$ cat src/rtl/input_buffer.sv
// Front-end word buffer for the Viterbi decoder: holds the active code word,
// queues words that arrive while it is being decoded, and splits it into symbol pairs.
module input_buffer #(
    parameter int unsigned FIFO_DEPTH = 1
) (
    input  logic        clk,
    input  logic        rst,
    input  logic        refresh,
    input  logic [15:0] data_in,
    output logic [1:0]  bit_pair_0,
    output logic [1:0]  bit_pair_1,
    output logic [1:0]  bit_pair_2,
    output logic [1:0]  bit_pair_3,
    output logic [1:0]  bit_pair_4,
    output logic [1:0]  bit_pair_5,
    output logic [1:0]  bit_pair_6,
    output logic [1:0]  bit_pair_7
);

    // Pointers need at least one bit even when the queue holds a single entry.
    localparam int unsigned PTR_W = (FIFO_DEPTH > 1) ? $clog2(FIFO_DEPTH) : 1;
    localparam int unsigned CNT_W = $clog2(FIFO_DEPTH + 1);

    logic [15:0]      active_word;
    logic             active_valid;
    logic [15:0]      prev_in;
    logic [15:0]      fifo_mem [FIFO_DEPTH];
    logic [PTR_W-1:0] rd_ptr;
    logic [PTR_W-1:0] wr_ptr;
    logic [CNT_W-1:0] count;

    logic offered;
    logic fifo_empty;
    logic fifo_full;
    logic pop;
    logic bypass;
    logic push;
    logic go_idle;

    always_comb begin
        offered    = (data_in != prev_in);
        fifo_empty = (count == '0);
        fifo_full  = (count == CNT_W'(FIFO_DEPTH));
        pop        = refresh && !fifo_empty;
        bypass     = !pop && offered && (refresh || !active_valid);
        // A pop in the same cycle frees a slot, so a full queue can still take the word.
        push       = offered && !bypass && (!fifo_full || pop);
        go_idle    = refresh && fifo_empty && !offered;
    end

    always_ff @(posedge clk or posedge rst) begin
        if (rst) begin
            active_word  <= '0;
            active_valid <= 1'b0;
            prev_in      <= '0;
            rd_ptr       <= '0;
            wr_ptr       <= '0;
            count        <= '0;
        end else begin
            prev_in <= data_in;
            if (pop) begin
                active_word  <= fifo_mem[rd_ptr];
                active_valid <= 1'b1;
                rd_ptr       <= (rd_ptr == PTR_W'(FIFO_DEPTH - 1)) ? '0 : rd_ptr + PTR_W'(1);
            end else if (bypass) begin
                active_word  <= data_in;
                active_valid <= 1'b1;
            end else if (go_idle) begin
                active_valid <= 1'b0;
            end
            if (push) begin
                wr_ptr <= (wr_ptr == PTR_W'(FIFO_DEPTH - 1)) ? '0 : wr_ptr + PTR_W'(1);
            end
            if (push && !pop) begin
                count <= count + CNT_W'(1);
            end else if (pop && !push) begin
                count <= count - CNT_W'(1);
            end
        end
    end

    always_ff @(posedge clk) begin
        if (!rst && push) begin
            fifo_mem[wr_ptr] <= data_in;
        end
    end

    assign bit_pair_0 = active_word[1:0];
    assign bit_pair_1 = active_word[3:2];
    assign bit_pair_2 = active_word[5:4];
    assign bit_pair_3 = active_word[7:6];
    assign bit_pair_4 = active_word[9:8];
    assign bit_pair_5 = active_word[11:10];
    assign bit_pair_6 = active_word[13:12];
    assign bit_pair_7 = active_word[15:14];

endmodule

$ cat config.mk
export PLATFORM = sky130hd
export DESIGN_NAME = input_buffer
export DESIGN_NICKNAME = d
export VERILOG_FILES = /design/src/rtl/input_buffer.sv
export SDC_FILE = /design/constraint.sdc
export NUM_CORES = 1
export LEC_CHECK = 0
export ABC_AREA = 1
export CORE_ASPECT_RATIO = 0.5
export CORE_MARGIN = 3
export CORE_UTILIZATION = 48
export DETAILED_ROUTE_END_ITERATION = 8
export GPL_TIMING_DRIVEN = 1
export HOLD_SLACK_MARGIN = 0.15
export PLACE_DENSITY = 0.75
export SYNTH_ARGS = -nofsm -noshare
export SYNTH_HDL_FRONTEND = slang
export SYNTH_SLANG_ARGS = --single-unit
$ cat constraint.sdc
create_clock -name clk -period 2.1 [get_ports clk]
set_clock_uncertainty 0.2 [all_clocks]
set_input_delay 0.315 -clock clk [delete_from_list [all_inputs] [get_ports clk]]
set_output_delay 0.315 -clock clk [all_outputs]
set_load 0.02 [all_outputs]
== After elaboration in Yosys (flattened, before gate mapping) ==
Memories as Yosys holds them, arrays and structs flattened.
Cells that the tools add are included.
Word-level totals
  flip-flop bits (word level): 34
  bits in writable memories: 16
  bits of input ports: 19
  output and inout port bits: 16
  memories: 1
Operators by class
  add/subtract/negate cells: 2
  equal/unequal tests: 1
  mux-type cells: 9
  bitwise gates (word level): 1
  reductions and logical operators: 22
Memory list
  fifo_mem: words 1, width 16, rd ports 1, clocked after Yosys merged registers in 0, write ports 1, line 27  | logic [15:0] fifo_mem [FIFO_DEPTH];
Operators with widths (count)
  16-bit 2-to-1 mux: 2
  16-bit != test: 1
  1-bit logical AND: 10
  1-bit logical NOT: 7
  1-bit 2-to-1 mux: 7
  2-bit nonzero test: 2
  3-bit nonzero test: 1
  1-bit logical OR: 2
  1-bit adder, second input constant: 1
  1-bit NOT: 1
  1-bit subtractor, second input constant: 1

== Depth between registers and ports, before layout ==
  depth in word-level cells: 11
  mapped depth: 11
  depth with buffers taken out: 10

== Least setup slack after synthesis ==
No wires, ideal clock.
  path kind: input to register
  start point: in rst
  end point: mem fifo_mem[0][0], enable pin
  data arrival time: 1.900 ns
  path slack: -0.389 ns
  stages: 3
  path buffers: 0
  path through: inv_1 nand2_1 nor2_1
Between the ends
  cells in the longest elaborated chain, start to end: 4
Ends and longest elaborated chain
  start: declaration: line 7  | input logic rst,
  1-bit logical NOT: line 83  | if (!rst && push) begin
  1-bit logical AND: line 83
  1-bit 2-to-1 mux: line 83
  1-bit 2-to-1 mux (implied by the code): line 84  | fifo_mem[wr_ptr] <= data_in;
  end: declaration: line 27
Every way passes these cells.

== Final worst setup path ==
  start point: in data_in[7]
  end point: mem fifo_mem[0][11], enable pin
Between the ends
  cells in the longest elaborated chain, start to end: 9
Ends and longest elaborated chain
  start: declaration: line 9  | input logic [15:0] data_in,
  16-bit != test (*): line 41  | offered = (data_in != prev_in);
  1-bit logical AND (2 in a row): line 45  | bypass = !pop && offered && (refresh || !active_valid);
  1-bit logical NOT: line 47  | push = offered && !bypass && (!fifo_full || pop);
  1-bit logical AND (*) (2 in a row): line 47
  1-bit logical AND (*): line 83
  1-bit 2-to-1 mux (*): line 83
  1-bit 2-to-1 mux (implied by the code) (*): line 84
Mark *: on every way between the ends. The rest lies on a longest branch, timed or not.

==> results.sh <==
export IMPL_core_area_mm2=0.004531
export IMPL_antenna_found_initial=0
export IMPL_syn_avg_cell_area_um2=9.908
export IMPL_clkTransAtPathRegs_ns=0.09
export IMPL_finalSetupViolCount=0
export IMPL_cts_path_max_buffers=2
export IMPL_final_hold_violation_count=0
export IMPL_grt_util_all_layers=0.1758
export IMPL_instances_no_fill=364
export IMPL_finalPower_mw=2.336
export IMPL_die_h_um=55.15
export IMPL_crit_path_max_incr_delay_ns=0.55
export IMPL_drv_cap=0
export IMPL_power_density_mw_per_mm2=762.8
export IMPL_synth_yosys_seq_area_share=0.5742
export IMPL_path_class="input pin to register"
export IMPL_rows=17
export IMPL_layout_drive_gt1_share=0.2416
export IMPL_vias=1687
export IMPL_min_delay_path_class="input pin to async pin"
export IMPL_ys_warnings_count=0
export IMPL_ys_types=18
export IMPL_num_io_pins=35
export IMPL_final_nets=316
export IMPL_dr_pass1_iters=4
export IMPL_n_antenna_cell=0
export IMPL_p_leak_nw=1.470
export IMPL_vias_per_cell=4.635
export IMPL_max_freq_mhz=509.4
export IMPL_cp_start_kind="input pin"
export IMPL_synth_cells=234
export IMPL_root_buffer="clkbuf_8"
export IMPL_die_x_um=104.3
export IMPL_grt_overflow_total=0
export IMPL_fin_ws_ns=0.1370
export IMPL_grt_max_degree=44
export IMPL_max_slew_margin_rel=0.6371
export IMPL_cp_max_fo=16
export IMPL_cp_cell_sequence="clkdlybuf4s50_1, nand2_1, inv_1, nor2_1, nor2_1, nand2_1, nor2_4, nand2_4, nand2_1, nor2_4, buf_12"
export IMPL_synth_xor_area_frac=0
export IMPL_clkSinkCount=50
export IMPL_wl_mm=4.705
export IMPL_initialDrtViolationCount=43
export IMPL_drcViolationCount=0
export IMPL_drv_slew=0
export IMPL_synth_seq_cells=50
export IMPL_grt_pass1_vias=1650
export IMPL_routedWlPerCell_um=12.93
export IMPL_synthMuxAreaShare=0.02914
export IMPL_ant_nets=0
export IMPL_ir_drop_mv=0.4543
export IMPL_synth_compound_area_share=0.02159
export IMPL_mostFrequentLayoutCell="nand2_1"
export IMPL_synthAdderAreaFrac=0
export IMPL_cts_tree="done"
export IMPL_layout_common_cells="nand2_1 (62), dfrtp_1 (34), clkdlybuf4s50_1 (34), nor2_1 (30)"
export IMPL_finish_utilization=0.6758
export IMPL_crit_path_frequent_cell="nand2_1"
export IMPL_htreeDepth=2
export IMPL_dp_cells=354
export IMPL_io_buffer_count=34
export IMPL_synth_top_family_by_area="simple AND/OR/NAND/NOR gates"
export IMPL_dp_slack_ns=-0.6078
export IMPL_dieArea_mm2=0.005751
export IMPL_fill_cells=339
export IMPL_period_minus_slack_ns=1.963
export IMPL_synth_area_mm2=0.002318
export IMPL_slowest_stage="clkdlybuf4s50_1"
export IMPL_worst_ep_required_time_ns=1.97
export IMPL_synth_nets=253
export IMPL_worstSkewPairLatency_ns=0.30
export IMPL_cts_buffers=5
export IMPL_grt_pass1_wl_mm=7.679
export IMPL_worstMarginPinSlew_ns=0.5444
export IMPL_status="finished, final reports clean"
export IMPL_start_util=0.5117
export IMPL_dp_hpwl_mm=3.138
export IMPL_place_gp_congestion=0.7681
export IMPL_post_route_period_util=0.9347
export IMPL_cp_end_kind="register"
export IMPL_syn2layout_area_growth_pct=32.06
export IMPL_arrival_ns=1.83
export IMPL_yosys_area_share_simple=0.2947
-- state kept, by name, summed over array words and instances, names as in the netlist --
register,count
active_valid,1
fifo_mem,16
active_word,16
prev_in,16
count,1
-- power breakdown --
| group | internal (mW) | leakage [nW] | switching [mW] |
|---|---|---|---|
| registers | 1.08 | 0.549 | 0.0360 |
| clock network | 0.477 | 0.0683 | 0.322 |
| logic | 0.198 | 0.852 | 0.223 |
-- routing by layer --
layer / GRT usage / up-vias / share of wire
li1: - / 867 / -
met1: 0.2181 / 776 / 0.46
met2: 0.3152 / 36 / 0.48
met3: 0.03708 / 8 / 0.045
met4: 0.06843 / 0 / 0.018
met5: 0 / - / 0
-- kinds of logic (layout without fill, tap and decap cells) --
group | after synthesis | after routing
flip-flops | 50 | 50
AO/OA/AOI/OAI | 10 | 10
multiplexers | 6 | 6
AND/OR/NAND/NOR | 132 | 133
buffers and inverters | 36 | 99
-- Yosys cell counts --
master     n  area (um^2)
mux2_2     6        67.56
dfrtp_1   34        850.8
nand3_2   20        200.2
edfxtp_1  16        480.5
inv_1     28        105.1
inv_2      1        3.750
buf_6      2        22.52
nand2_1   62        232.7
nand3_1   13        65.06
nor2_4     2        22.52
nand3_4    1        17.52
clkbuf_1   2        7.510
nand2_2    1        6.260
nand2_4    2        22.52
a21oi_1   10        50.05
buf_12     1        20.02
clkbuf_8   2        27.53
nor2_1    31        116.4
-- area by class of cell --
| cell class | instances | area [um^2] | share of cell area |
|---|---|---|---|
| multi-input cells | 149 | 834.6 | 0.2726 |
| repair buffers | 62 | 563.0 | 0.1839 |
| clock inverters | 3 | 68.82 | 0.02248 |
| inverters | 29 | 112.6 | 0.03678 |
| clock buffers | 5 | 68.82 | 0.02248 |
| well taps | 66 | 82.58 | 0.02697 |
| flip-flops and latches | 50 | 1331 | 0.4348 |
-- timing repair --
item / in CTS / in global routing
hold buffers: 0 / 0
pin swaps: 1 / 0
setup endpoints to repair: 16 / 16
setup buffers: 1 / 0
gates cloned: 0 / 1
resized for setup: 1 / 2
-- worst paths after layout --
kind | end | slack, ns | cells after the start | from
min reg2reg | active_word[6] | 0.31 | 2 | active_word[6]
max | fifo_mem[0][11] | 0.14 | 11 | data_in[7]
max reg2reg | fifo_mem[0][11] | 0.29 | 10 | prev_in[13]
min in group clk | active_word[6] | 0.31 | 2 | active_word[6]
max in group asynchronous | active_word[10] | 1.08 | 3 | rst
min | active_word[3] | 0.30 | 3 | rst
-- stage by stage --
stage | instance area (um^2) | setup TNS, ns | hold slack (ns)
CTS | 3035 | 0 | 0.3069
global route | 3062 | -0.001332 | 0.3285
detailed placement | 2873 | -13.65 | 0.2860
floorplan | 2325 | 0 | 0.06001
global placement | 2873 | -11.17 | 0.2838
finish | 3062 | 0 | 0.3032
-- critical path, delay by kind of cell --
family | cells | cell delay, ns
simple gates | 8 | 0.76
buf+inv | 3 | 0.75
No activity file was read; power rests on OpenSTA's default activity.
==> patch 1: new RTL, same flow settings <==
Register the inputs `refresh` and `data_in` before use. The logic sees them one clock later.
--- a/src/rtl/input_buffer.sv
+++ b/src/rtl/input_buffer.sv
@@ -23,2 +23,10 @@
 
+    logic refresh_q;
+    logic [15:0] data_q;
+
+    always_ff @(posedge clk) begin
+        refresh_q <= refresh;
+        data_q    <= data_in;
+    end
+
     logic [15:0]      active_word;
@@ -40,10 +48,10 @@
     always_comb begin
-        offered    = (data_in != prev_in);
+        offered    = (data_q != prev_in);
         fifo_empty = (count == '0);
         fifo_full  = (count == CNT_W'(FIFO_DEPTH));
-        pop        = refresh && !fifo_empty;
-        bypass     = !pop && offered && (refresh || !active_valid);
+        pop        = refresh_q && !fifo_empty;
+        bypass     = !pop && offered && (refresh_q || !active_valid);
         // A pop in the same cycle frees a slot, so a full queue can still take the word.
         push       = offered && !bypass && (!fifo_full || pop);
-        go_idle    = refresh && fifo_empty && !offered;
+        go_idle    = refresh_q && fifo_empty && !offered;
     end
@@ -59,3 +67,3 @@
         end else begin
-            prev_in <= data_in;
+            prev_in <= data_q;
             if (pop) begin
@@ -65,3 +73,3 @@
             end else if (bypass) begin
-                active_word  <= data_in;
+                active_word  <= data_q;
                 active_valid <= 1'b1;
@@ -83,3 +91,3 @@
         if (!rst && push) begin
-            fifo_mem[wr_ptr] <= data_in;
+            fifo_mem[wr_ptr] <= data_q;
         end
Behaviour: not the same (Yosys sat finds a counterexample within 4 cycles, from zero or initial values and one cycle with rst high).
==> patch 1 against the unedited design <==
  * Worst hold slack got worse by 0.13 ns
  * Die area up 13%
  * Sequential power increased by 32%
  * Power grew 18%
  * Sequential share of layout area is 8.2 points higher
  * Worst setup slack gained 0.12 ns
  * Highest routed layer unchanged
  * Clock power is 13% higher
  * Area after synthesis is 15% higher
  * Final area grew 5.7%
  * Largest power group unchanged
  * Routed wire length fell by 1.4%
  * Sequential cell count rose by 17
==> patch 1: results (changes against the unedited design) <==
set qor(layout.filler_cells) 421 ;# was 339
set qor(post-place-ws_ns) 0.305 ;# was -0.608 ns
set qor(yosysUniqueCellTypes) 19 ;# was 18
set qor(insertion_delay_ns) 0.34 ;# was 0.30 ns
set qor(vdd.ir_drop.worst_mv) 0.335 ;# was 0.454 mV
set qor(nNetsFinal) 315 ;# was 316
set qor(holdWs_ns) 0.175 ;# was 0.303 ns
set qor(fmax_ghz) 0.544 ;# was 0.509 GHz
set qor(postPlaceCellArea_mm2) 0.00307 ;# was 0.00287 mm²
set qor(timing.critical_path.to) {bit_pair_2[1]} ;# was fifo_mem[0][11]
set qor(drt_iter0_drc) 64 ;# was 43
set qor(core-area_mm2) 0.00513 ;# was 0.00453 mm²
set qor(max_stage_delay_ns) 0.61 ;# was 0.55 ns
set qor(ys_async_sr_fraction_pct) 50.7 ;# was 68.0%
set qor(numCtsBuffers) 9 ;# was 5
set qor(critical_path_arrival_ns) 1.32 ;# was 1.83 ns
set qor(sh_seq_area_pct) 51.6 ;# was 43.5%
set qor(globalRouteMet3Util_pct) 6.67 ;# was 3.71%
set qor(timing.rr.start) {data_q[12]} ;# was prev_in[13]
set qor(status) {finished, final reports clean} ;# unchanged
set qor(worstReg2RegEnd) {fifo_mem[0][12]} ;# was fifo_mem[0][11]
set qor(clkbuf_count) 10 ;# was 5
set qor(yosysSeqAreaShare_pct) 62.9 ;# was 57.4%
set qor(post_drt_via_cell_ratio) 4.70 ;# was 4.63
set qor(globalRouteMet2Util_pct) 27.5 ;# was 31.5%
set qor(non_clock_buffer_count) 41 ;# was 62
set qor(relSlewSlack_pct) 69.2 ;# was 63.7%
-- patch 1: changes by cell type in the layout (fill, tap and decap cells not counted), moves of 2 or more --
cell	unedited run	this run
sky130_fd_sc_hd__buf_4	27	7
sky130_fd_sc_hd__dfxtp_1	0	17
sky130_fd_sc_hd__clkbuf_8	5	10
sky130_fd_sc_hd__clkinv_1	0	3
sky130_fd_sc_hd__bufinv_16	2	0
sky130_fd_sc_hd__clkinvlp_4	1	3
-- patch 1: cells by family after synthesis --
group                  after synthesis  share of synthesized area [%]
buffers and inverters               36                           7.01
DFF                                 67                           62.9
and+or+nand+nor                    132                           25.7
muxes                                6                           2.54
AOI/OAI and AO/OA                   10                           1.88
-- patch 1: power by group through the flow --
stage | sequential [mW] | combinational [mW] | clock [mW]
floorplan | 1.54 | 0.180 | 0
global placement | 1.50 | 0.368 | 0
detailed placement | 1.50 | 0.375 | 0
CTS | 1.48 | 0.375 | 0.928
global route | 1.49 | 0.406 | 0.999
finish | 1.48 | 0.370 | 0.902
==> patch 2: new RTL, config.mk and constraints unchanged <==
Without the edit above. Register the outputs `bit_pair_0`, `bit_pair_1`, `bit_pair_2`, `bit_pair_3`, `bit_pair_4`, `bit_pair_5`, `bit_pair_6` and `bit_pair_7`, cleared by the reset; this adds one clock of latency there.
--- a/src/rtl/input_buffer.sv
+++ b/src/rtl/input_buffer.sv
@@ -87,10 +87,23 @@
 
-    assign bit_pair_0 = active_word[1:0];
-    assign bit_pair_1 = active_word[3:2];
-    assign bit_pair_2 = active_word[5:4];
-    assign bit_pair_3 = active_word[7:6];
-    assign bit_pair_4 = active_word[9:8];
-    assign bit_pair_5 = active_word[11:10];
-    assign bit_pair_6 = active_word[13:12];
-    assign bit_pair_7 = active_word[15:14];
+    always_ff @(posedge clk or posedge rst) begin
+        if (rst) begin
+            bit_pair_0 <= '0;
+            bit_pair_1 <= '0;
+            bit_pair_2 <= '0;
+            bit_pair_3 <= '0;
+            bit_pair_4 <= '0;
+            bit_pair_5 <= '0;
+            bit_pair_6 <= '0;
+            bit_pair_7 <= '0;
+        end else begin
+            bit_pair_0 <= active_word[1:0];
+            bit_pair_1 <= active_word[3:2];
+            bit_pair_2 <= active_word[5:4];
+            bit_pair_3 <= active_word[7:6];
+            bit_pair_4 <= active_word[9:8];
+            bit_pair_5 <= active_word[11:10];
+            bit_pair_6 <= active_word[13:12];
+            bit_pair_7 <= active_word[15:14];
+        end
+    end
 
Behaviour: not the same (a bounded check fails within 4 cycles, from zero or initial values and one cycle with rst high).
==> patch 2 against the unedited design <==
  * Sequential cell count up 16
  * Power increased by 39%
  * Final area increased by 17%
  * Cell count up 7.1%
  * Worst setup slack got worse by 0.035 ns
  * Area after synthesis increased by 17%
  * Routed wire length increased by 15%
  * Clock power up 69%
  * Largest power group unchanged
==> patch 2: results (changes against the unedited design) <==
set qor(static_leakage_nw) 1.73 ;# was 1.47 nW
set qor(timing.rr.start) {prev_in[1]} ;# was prev_in[13]
set qor(groute.usage.overall_pct) 18.5 ;# was 17.6%
set qor(sh_seq_area_pct) 48.4 ;# was 43.5%
set qor(numCtsBuffers) 9 ;# was 5
set qor(ctsHtreeMaxLevel) 3 ;# was 2
set qor(share_of_cell_area_taken_by_multi_input_logic_gates_pct) 22.7 ;# was 27.3%
set qor(routed-wl-met2_um) 2690 ;# was 2260 µm
set qor(pin_count_of_the_biggest_net_entering_global_routing) 51 ;# was 44
set qor(critical_path_arrival_ns) 2.01 ;# was 1.83 ns
set qor(layout.filler_cells) 370 ;# was 339
set qor(globalRouteMet2Util_pct) 31.1 ;# was 31.5%
set qor(grt_first_pass_wirelength_um) 9080 ;# was 7680 µm
set qor(holdWs_ns) 0.169 ;# was 0.303 ns
set qor(insertion_delay_ns) 0.33 ;# was 0.30 ns
set qor(avgRoutedWirePerCell_um) 13.8 ;# was 12.9 µm
set qor(stdcell_count) 390 ;# was 364
set qor(multi_input_logic_area_um2) 811 ;# was 835 µm²
set qor(worst_pin_slew_ns) 0.623 ;# was 0.544 ns
set qor(final_layout_size_suffix_gt1_share_pct) 24.4 ;# was 24.2%
set qor(synth_top_cells_by_area) {sky130_fd_sc_hd__dfrtp_1 (46%), sky130_fd_sc_hd__edfxtp_1 (18%), sky130_fd_sc_hd__nand2_1 (8.6%)} ;# was sky130_fd_sc_hd__dfrtp_1 (37%), sky130_fd_sc_hd__edfxtp_1 (21%), sky130_fd_sc_hd__nand2_1 (10%)
set qor(status) {finished, final reports clean} ;# unchanged
set qor(routed-via-count) 1834 ;# was 1687
set qor(ys_async_sr_fraction_pct) 75.8 ;# was 68.0%
set qor(drt_iter0_drc) 84 ;# was 43
set qor(switching_power_total_mw) 0.779 ;# was 0.582 mW
set qor(synth_fp_nets) 269 ;# was 253
==> patch 2: cell count changes after synthesis <==
cell	unedited run	this run
sky130_fd_sc_hd__dfrtp_1	34	50
==> patch 2: what timing repair did <==
action | 4_1_cts | 5_1_grt
pin swaps | 1 | 1
setup buffers | 2 | 0
resized for setup | 1 | 1
endpoints found under the setup margin | 16 | 8
endpoints found under the hold margin | 0 | 0
==> patch 2: worst max-delay path, delay by kind of cell <==
kind	cells	cell delay (ns)
buffers and inverters	3	0.72
and+or+nand+nor	8	0.97
==> patch 2: power groups by stage <==
stage,sequential (mW),clock [mW],combinational [mW]
floorplan,1.54,0,0.186
global placement,1.49,0,0.411
detailed placement,1.50,0,0.423
CTS,1.48,1.36,0.437
global route,1.49,1.42,0.477
finish,1.48,1.35,0.433
==> patch 2: logic make-up after synthesis <==
family,Yosys count,synth area share (%)
buffers and inverters,36,6.86
DFF,66,63.7
and+or+nand+nor,132,25.1
AOI/OAI and AO/OA,10,1.84
muxes,6,2.48
